`config.mk`:
```
export PLATFORM = sky130hd
export DESIGN_NAME = multicycle_controller
export DESIGN_NICKNAME = d
export VERILOG_FILES = /design/src/rtl/ctrl_pkg.sv /design/src/rtl/instr_decode.sv /design/src/rtl/multicycle_controller.sv
export SDC_FILE = /design/constraint.sdc
export NUM_CORES = 1
export LEC_CHECK = 0
export ABC_AREA = 1
export BUFFER_PORTS_ARGS = -buffer_cell sky130_fd_sc_hd__buf_2
export CAP_MARGIN = 20
export CELL_PAD_IN_SITES_DETAIL_PLACEMENT = 0
export CELL_PAD_IN_SITES_GLOBAL_PLACEMENT = 1
export CORE_ASPECT_RATIO = 0.6
export CORE_MARGIN = 4
export CORE_UTILIZATION = 35
export DETAILED_ROUTE_END_ITERATION = 8
export GPL_ROUTABILITY_DRIVEN = 0
export PLACE_DENSITY_LB_ADDON = 0.1
export SYNTH_ARGS = -nofsm -noshare
export SYNTH_HDL_FRONTEND = slang
export SYNTH_HIERARCHICAL = 1
export SYNTH_SLANG_ARGS = --single-unit
```
`constraint.sdc`:
```
create_clock -name clk -period 2.6 [get_ports clk]
set_clock_uncertainty 0.15 [all_clocks]
set_input_delay 0 -clock clk [delete_from_list [all_inputs] [get_ports clk]]
set_output_delay 0 -clock clk [all_outputs]
set_load 0.01 [all_outputs]
```
`src/rtl/ctrl_pkg.sv`:
```
// Shared definitions for the multi-cycle controller: opcode numbers, FSM
// state encoding, PC source select codes and the static control bundle that
// instr_decode hands to the sequencer.
package ctrl_pkg;

  localparam int MOV = 0,  ADDI = 1,  SUBI = 2,  LHI = 3,  LLI = 4,  LDR = 5,
                 STR = 6,  ADD  = 7,  ADC  = 8,  SUB = 9,  SBB = 10, CMP = 11,
                 BCC = 12, BCS  = 13, BNE  = 14, BEQ = 15, BAL = 16, JMP = 17,
                 JAL_LABEL = 18, JAL_RM = 19, JR = 20, OUTR = 21, HLT = 22;
  localparam int NUM_OPS = 23;

  typedef enum logic [2:0] {
    FETCH  = 3'd0,
    DECODE = 3'd1,
    EXEC   = 3'd2,
    MEM    = 3'd3,
    WB     = 3'd4,
    HALT   = 3'd5
  } state_t;

  localparam logic [1:0] PC_INC   = 2'd0;
  localparam logic [1:0] PC_LABEL = 2'd1;
  localparam logic [1:0] PC_REG   = 2'd2;

  // Branch flavour resolved in EXEC.
  typedef enum logic [2:0] {
    BR_NONE, BR_CC, BR_CS, BR_NE, BR_EQ, BR_AL, BR_REG
  } br_t;

  typedef struct packed {
    logic       illegal;
    logic       hlt;
    logic       ldr;
    logic       str;
    logic       wb;          // instruction ends with a register write
    logic       wb_alu;      // WB source is the ALU (else memory/link)
    logic       jal;
    logic       out;
    logic       psw_en;
    logic       alu_op;
    logic       alu_b;
    logic [1:0] alu_target;
    logic       imm5or8;
    logic       rf_rt_addr;
    br_t        br;
  } ctrl_t;

endpackage

```
`src/rtl/instr_decode.sv`:
```
// Combinational opcode -> static control bundle.
//   opc  : binary opcode (any code >= NUM_OPS is flagged illegal)
//   ctrl : control bundle consumed by the sequencer
module instr_decode import ctrl_pkg::*; #(
  parameter int OPC_W = 5
) (
  input  logic [OPC_W-1:0] opc,
  output ctrl_t            ctrl
);

  int unsigned code;

  always_comb begin
    code = int'(opc);
    ctrl = '0;
    ctrl.br = BR_NONE;
    if (code >= NUM_OPS) begin
      ctrl.illegal = 1'b1;
    end else begin
      case (code)
        MOV:       begin ctrl.wb = 1'b1; ctrl.wb_alu = 1'b1; end
        ADDI:      begin ctrl.wb = 1'b1; ctrl.wb_alu = 1'b1; ctrl.psw_en = 1'b1; ctrl.imm5or8 = 1'b1; end
        SUBI:      begin ctrl.wb = 1'b1; ctrl.wb_alu = 1'b1; ctrl.psw_en = 1'b1; ctrl.imm5or8 = 1'b1;
                         ctrl.alu_op = 1'b1; end
        LHI:       begin ctrl.wb = 1'b1; ctrl.wb_alu = 1'b1; ctrl.alu_target = 2'b10; ctrl.rf_rt_addr = 1'b1; end
        LLI:       begin ctrl.wb = 1'b1; ctrl.wb_alu = 1'b1; ctrl.alu_target = 2'b11; end
        LDR:       begin ctrl.ldr = 1'b1; ctrl.wb = 1'b1; ctrl.imm5or8 = 1'b1; end
        STR:       begin ctrl.str = 1'b1; ctrl.imm5or8 = 1'b1; ctrl.rf_rt_addr = 1'b1; end
        ADD:       begin ctrl.wb = 1'b1; ctrl.wb_alu = 1'b1; ctrl.psw_en = 1'b1; ctrl.alu_b = 1'b1; end
        ADC:       begin ctrl.wb = 1'b1; ctrl.wb_alu = 1'b1; ctrl.psw_en = 1'b1; ctrl.alu_b = 1'b1;
                         ctrl.alu_target = 2'b01; end
        SUB:       begin ctrl.wb = 1'b1; ctrl.wb_alu = 1'b1; ctrl.psw_en = 1'b1; ctrl.alu_b = 1'b1;
                         ctrl.alu_op = 1'b1; end
        SBB:       begin ctrl.wb = 1'b1; ctrl.wb_alu = 1'b1; ctrl.psw_en = 1'b1; ctrl.alu_b = 1'b1;
                         ctrl.alu_op = 1'b1; ctrl.alu_target = 2'b01; end
        CMP:       begin ctrl.psw_en = 1'b1; ctrl.alu_b = 1'b1; ctrl.alu_op = 1'b1; end
        BCC:       ctrl.br = BR_CC;
        BCS:       ctrl.br = BR_CS;
        BNE:       ctrl.br = BR_NE;
        BEQ:       ctrl.br = BR_EQ;
        BAL, JMP:  ctrl.br = BR_AL;
        JAL_LABEL: begin ctrl.br = BR_AL;  ctrl.wb = 1'b1; ctrl.jal = 1'b1; end
        JAL_RM:    begin ctrl.br = BR_REG; ctrl.wb = 1'b1; ctrl.jal = 1'b1; end
        JR:        begin ctrl.br = BR_REG; ctrl.rf_rt_addr = 1'b1; end
        OUTR:      ctrl.out = 1'b1;
        HLT:       ctrl.hlt = 1'b1;
        default:   ctrl.illegal = 1'b1;
      endcase
    end
  end

endmodule

```
`src/rtl/multicycle_controller.sv`:
```
// Multi-cycle FETCH/DECODE/EXEC/MEM/WB sequencer with memory req/ack
// handshake, request timeout, PSW branch resolution, single-step and halt.
// Inputs : clk, rst_n (sync, active low), opc, flag_c, flag_z, fetch_ack,
//          mem_ack, step, resume.
// Outputs: fetch/memory requests, PC/RF/ALU controls gated per state,
//          halted, illegal_op pulse, sticky bus_err, state (debug).
module multicycle_controller import ctrl_pkg::*; #(
  parameter int OPC_W       = 5,
  parameter int MEM_TIMEOUT = 15,
  parameter int STEP_MODE   = 0
) (
  input  logic             clk,
  input  logic             rst_n,
  input  logic [OPC_W-1:0] opc,
  input  logic             flag_c,
  input  logic             flag_z,
  input  logic             fetch_ack,
  input  logic             mem_ack,
  input  logic             step,
  input  logic             resume,
  output logic             fetch_req,
  output logic             ir_load,
  output logic             pc_load,
  output logic [1:0]       pc_sel,
  output logic             mem_req,
  output logic             mem_we,
  output logic             rf_wr_en,
  output logic             rf_wr_from,
  output logic             rf_rt_addr,
  output logic             imm5or8,
  output logic             jal,
  output logic             alu_b,
  output logic             alu_op,
  output logic             alu_psw_en,
  output logic [1:0]       alu_target,
  output logic             out_en,
  output logic             halted,
  output logic             illegal_op,
  output logic             bus_err,
  output logic [2:0]       state
);

  localparam int CNT_W = $clog2(MEM_TIMEOUT + 1);

  state_t           state_q, state_d;
  logic [OPC_W-1:0] opc_q, dec_opc;
  logic [CNT_W-1:0] cnt_q, cnt_d;
  logic             armed_q, bus_err_q;
  logic             req_wait, timeout, taken;
  ctrl_t            ctrl;

  // DECODE sees the live opcode; later states use the copy latched in DECODE.
  assign dec_opc = (state_q == DECODE) ? opc : opc_q;

  instr_decode #(.OPC_W(OPC_W)) u_dec (.opc(dec_opc), .ctrl(ctrl));

  assign bus_err = bus_err_q;
  assign state   = state_q;

  always_comb begin
    state_d    = state_q;
    fetch_req  = 1'b0;  ir_load    = 1'b0;  pc_load   = 1'b0;  pc_sel   = PC_INC;
    mem_req    = 1'b0;  mem_we     = 1'b0;  rf_wr_en  = 1'b0;  rf_wr_from = 1'b0;
    rf_rt_addr = 1'b0;  imm5or8    = 1'b0;  jal       = 1'b0;  alu_b    = 1'b0;
    alu_op     = 1'b0;  alu_psw_en = 1'b0;  alu_target = 2'b00; out_en  = 1'b0;
    halted     = 1'b0;  illegal_op = 1'b0;
    req_wait   = 1'b0;  timeout    = 1'b0;  taken     = 1'b0;

    case (state_q)
      FETCH: begin
        fetch_req = (STEP_MODE == 0) || armed_q || step;
        if (fetch_req && fetch_ack) begin
          ir_load = 1'b1;
          pc_load = 1'b1;
          pc_sel  = PC_INC;
          state_d = DECODE;
        end else begin
          req_wait = fetch_req;
        end
      end
      DECODE: begin
        illegal_op = ctrl.illegal;
        if (ctrl.illegal)  state_d = FETCH;   // retired as a NOP
        else if (ctrl.hlt) state_d = HALT;
        else               state_d = EXEC;
      end
      EXEC: begin
        alu_psw_en = ctrl.psw_en;
        out_en     = ctrl.out;
        case (ctrl.br)
          BR_CC:   taken = !flag_c;
          BR_CS:   taken = flag_c;
          BR_NE:   taken = !flag_z;
          BR_EQ:   taken = flag_z;
          BR_AL:   taken = 1'b1;
          default: taken = 1'b0;
        endcase
        if (taken) begin
          pc_load = 1'b1;
          pc_sel  = PC_LABEL;
        end else if (ctrl.br == BR_REG) begin
          pc_load = 1'b1;
          pc_sel  = PC_REG;
        end
        if (ctrl.ldr || ctrl.str) state_d = MEM;
        else if (ctrl.wb)         state_d = WB;
        else                      state_d = FETCH;
      end
      MEM: begin
        mem_req = 1'b1;
        mem_we  = ctrl.str;
        if (mem_ack) state_d = ctrl.str ? FETCH : WB;
        else         req_wait = 1'b1;
      end
      WB: begin
        rf_wr_en   = 1'b1;
        rf_wr_from = ctrl.wb_alu;
        jal        = ctrl.jal;
        state_d    = FETCH;
      end
      HALT: begin
        halted = 1'b1;
        if (resume && !bus_err_q) state_d = FETCH;
      end
      default: state_d = FETCH;
    endcase

    if (state_q inside {DECODE, EXEC, MEM, WB}) begin
      alu_op     = ctrl.alu_op;
      alu_b      = ctrl.alu_b;
      alu_target = ctrl.alu_target;
      imm5or8    = ctrl.imm5or8;
      rf_rt_addr = ctrl.rf_rt_addr;
    end

    // An ack in the final allowed cycle clears req_wait, so it wins over the timeout.
    if (req_wait && (cnt_q == CNT_W'(MEM_TIMEOUT - 1))) begin
      timeout = 1'b1;
      state_d = HALT;
    end
    cnt_d = (req_wait && !timeout) ? cnt_q + 1'b1 : '0;

    if (!rst_n) begin
      {fetch_req, ir_load, pc_load, pc_sel, mem_req, mem_we, rf_wr_en, rf_wr_from,
       rf_rt_addr, imm5or8, jal, alu_b, alu_op, alu_psw_en, alu_target, out_en,
       halted, illegal_op} = '0;
    end
  end

  always_ff @(posedge clk) begin
    if (!rst_n) begin
      state_q   <= FETCH;
      opc_q     <= '0;
      cnt_q     <= '0;
      armed_q   <= 1'b0;
      bus_err_q <= 1'b0;
    end else begin
      state_q <= state_d;
      cnt_q   <= cnt_d;
      if (state_q == DECODE) opc_q <= opc;
      if (timeout) bus_err_q <= 1'b1;
      // A step seen while waiting in FETCH keeps the request up until the fetch completes.
      armed_q <= (STEP_MODE != 0) && (state_q == FETCH) && (state_d == FETCH) && (armed_q || step);
    end
  end

endmodule

```
==> run summary <==
path depth of the worst reg2reg path: 20
Final min period: 2.51 ns
Core ar.: 3680 um2
Die W: 87.7 um
Die ar.: 4900 um2
layout cells sized above 1: 0.438
Yosys reg bits: 13
commonest non-fill, non-tap cell in the layout: inv_1
1st-pass router iterations: 4
Die Height: 55.8 um
nets: 304
initial DRC count: 55
Synth Net Count: 236
CTS tree: done
final clock period utilization by the worst path: 0.966
hpwl dp: 2830 um
number of global-route vias before repair: 1,250
Hold Slack: 0.0645 ns
Slew HR: 0.765
Most used DFF post-synth: dfxtp_1
I/O Pins: 37
TritonCTS buffer count: 3
register area share after synthesis: 0.195
Pleak: 1.04 nW
via/cell ratio: 4.64
diodes inserted: 0
peak supply drop: 765 uV
WS Path Type: reg2out
syn avg cell area: 6.04 um2
clk sinks: 13
Worst EP required: 2.45 ns
first-pass GRT wire length: 5870 um
Max Cap Violations: 0
cell count after synthesis: 221
Initial Util: 0.363
Hold Path Class: in2reg
synth unique cells: 35
Slew Viols, Final: 0
DR WL/cell: 12.0 um
row cnt: 17
Fmax achieved: 398 MHz
Vias: 1,556
Cell Area, Placed: 1590 um2
fraction of registers with async set/reset: 0
power per cell area: 1460 nW/um2
grt ovf: 0
Startpoint Class: flop
drt total wl: 4030 um
initial antenna violation count: 0
Total Routing Usage GR: 0.149
post-route cell area: 2040 um2
Worst setup EP type: output pin
Final Hold Fails: 0
number of enable flip-flop cells after synthesis: 0
post-route ant nets: 0
total power: 0.00297 W
largest net degree at the start of global routing: 20
Setup Viol. Count Final: 0
CP Data Arrival Time: 2.36 ns
clock buffer depth: 2
Worst Hold Path Cells: 6
Clock Pin Slew Worst Setup and Hold Paths: 0.06 ns
yosys warns: 6
Synth Cell Area: 1340 um2
IO buf count: 35
commonest cells after routing, fill and taps aside: inv_1 (41), buf_2 (35), nand2_1 (30), nor2_1 (29), buf_4 (20)
RSZ-0062 raised after global routing: true
crit path max fanout: 7
outcome: complete, no violations
Skew-Pair Late Insertion Delay: 0.25 ns
number of remaining DRC errors: 0
H-tree depth: 1
Worst Tran Pin Value: 0.353 ns
Area growth syn-to-layout: 52.7%
Root Buffer: clkbuf_8
flip-flops by register name (all words and copies together) (netlist names):
register,cells
bus_err,1
cnt_q,4
state,3
opc_q,5
cells by family after synthesis:
logic type | share of synthesized area
adder cells (fa/ha/maj) | 0.0187
flip-flops | 0.195
buffers and inverters | 0.197
AO/OA/AOI/OAI | 0.131
XOR/XNOR | 0.0131
AND/OR/NAND/NOR | 0.445
timing repair:
action,CTS,global route
pin swaps,2,17
endpoints found under the hold margin,10,0
gates resized for setup,13,41
buffers inserted,2,15
hold buffers,7,0
endpoints found under the setup margin,2,3
power by group:
group	internal (W)	switching, W	leakage [nW]	total [W]
clock	0.000106	0.0000803	0.0255	0.000186
combinational	0.00103	0.00147	0.903	0.00250
sequential	0.000259	0.0000265	0.107	0.000285
total	0.00139	0.00158	1.04	0.00297
final cells by class:
type                       count  area, um2
fill                         374       1640
tap                           47       58.8
clock inverter                 1       5.00
inverter                      55        219
sequential                    13        264
timing repair buffer          68        472
multi-input combinational    148        978
clock buffer                   3       41.3
per-layer routing:
metal	global-route usage	routed length, um	vias to the layer above
met2	0.187	1600	42
met4	0.0197	21	0
li1	-	-	830
met3	0.0296	265	4
met5	0	0	-
met1	0.254	2150	680
worst max-delay path: stages (launching register included):
cell     delay, ns
dfxtp_2       0.33
inv_2         0.05
nor2_4        0.13
nand2_4       0.11
inv_6         0.11
a21oi_2       0.07
buf_6         0.14
buf_4         0.15
o32ai_4       0.36
inv_2         0.08
a21oi_2       0.13
nand2_1       0.07
nand3_2       0.07
nand2_2       0.06
a21oi_2       0.12
buf_2         0.13
stage by stage:
stage / cells / setup TNS [ns] / setup WS (ns) / util
detailed placement: 307 / 0 / 0.102 / 0.431
finish: 335 / 0 / 0.0882 / 0.554
CTS: 320 / 0 / 0.0187 / 0.481
floorplan: 221 / 0 / 0.242 / -
global route: 335 / -0.330 / -0.119 / 0.554
global placement: 307 / 0 / 0.0911 / 0.431
final timing paths:
| kind | startpoint | end | slack (ns) |
|---|---|---|---|
| setup / recovery | state[0] | pc_load | 0.09 |
| hold / removal | resume | state[0] | 0.06 |
| setup reg to reg | state[0] | state[2] | 0.16 |
| hold reg to reg | cnt_q[0] | cnt_q[0] | 0.32 |
Yosys cell counts (4+ instances only):
cell	count	area (um2)
a211oi_1	6	45.0
a21oi_1	15	75.1
buf_6	4	45.0
dfxtp_1	13	260
inv_1	47	176
inv_2	6	22.5
nand2_1	33	124
nand2_2	5	31.3
nand3_1	15	75.1
nor2_1	35	131
nor2_2	4	25.0
nor3_1	5	25.0
Note: power is estimated with default switching activity, not from simulation.
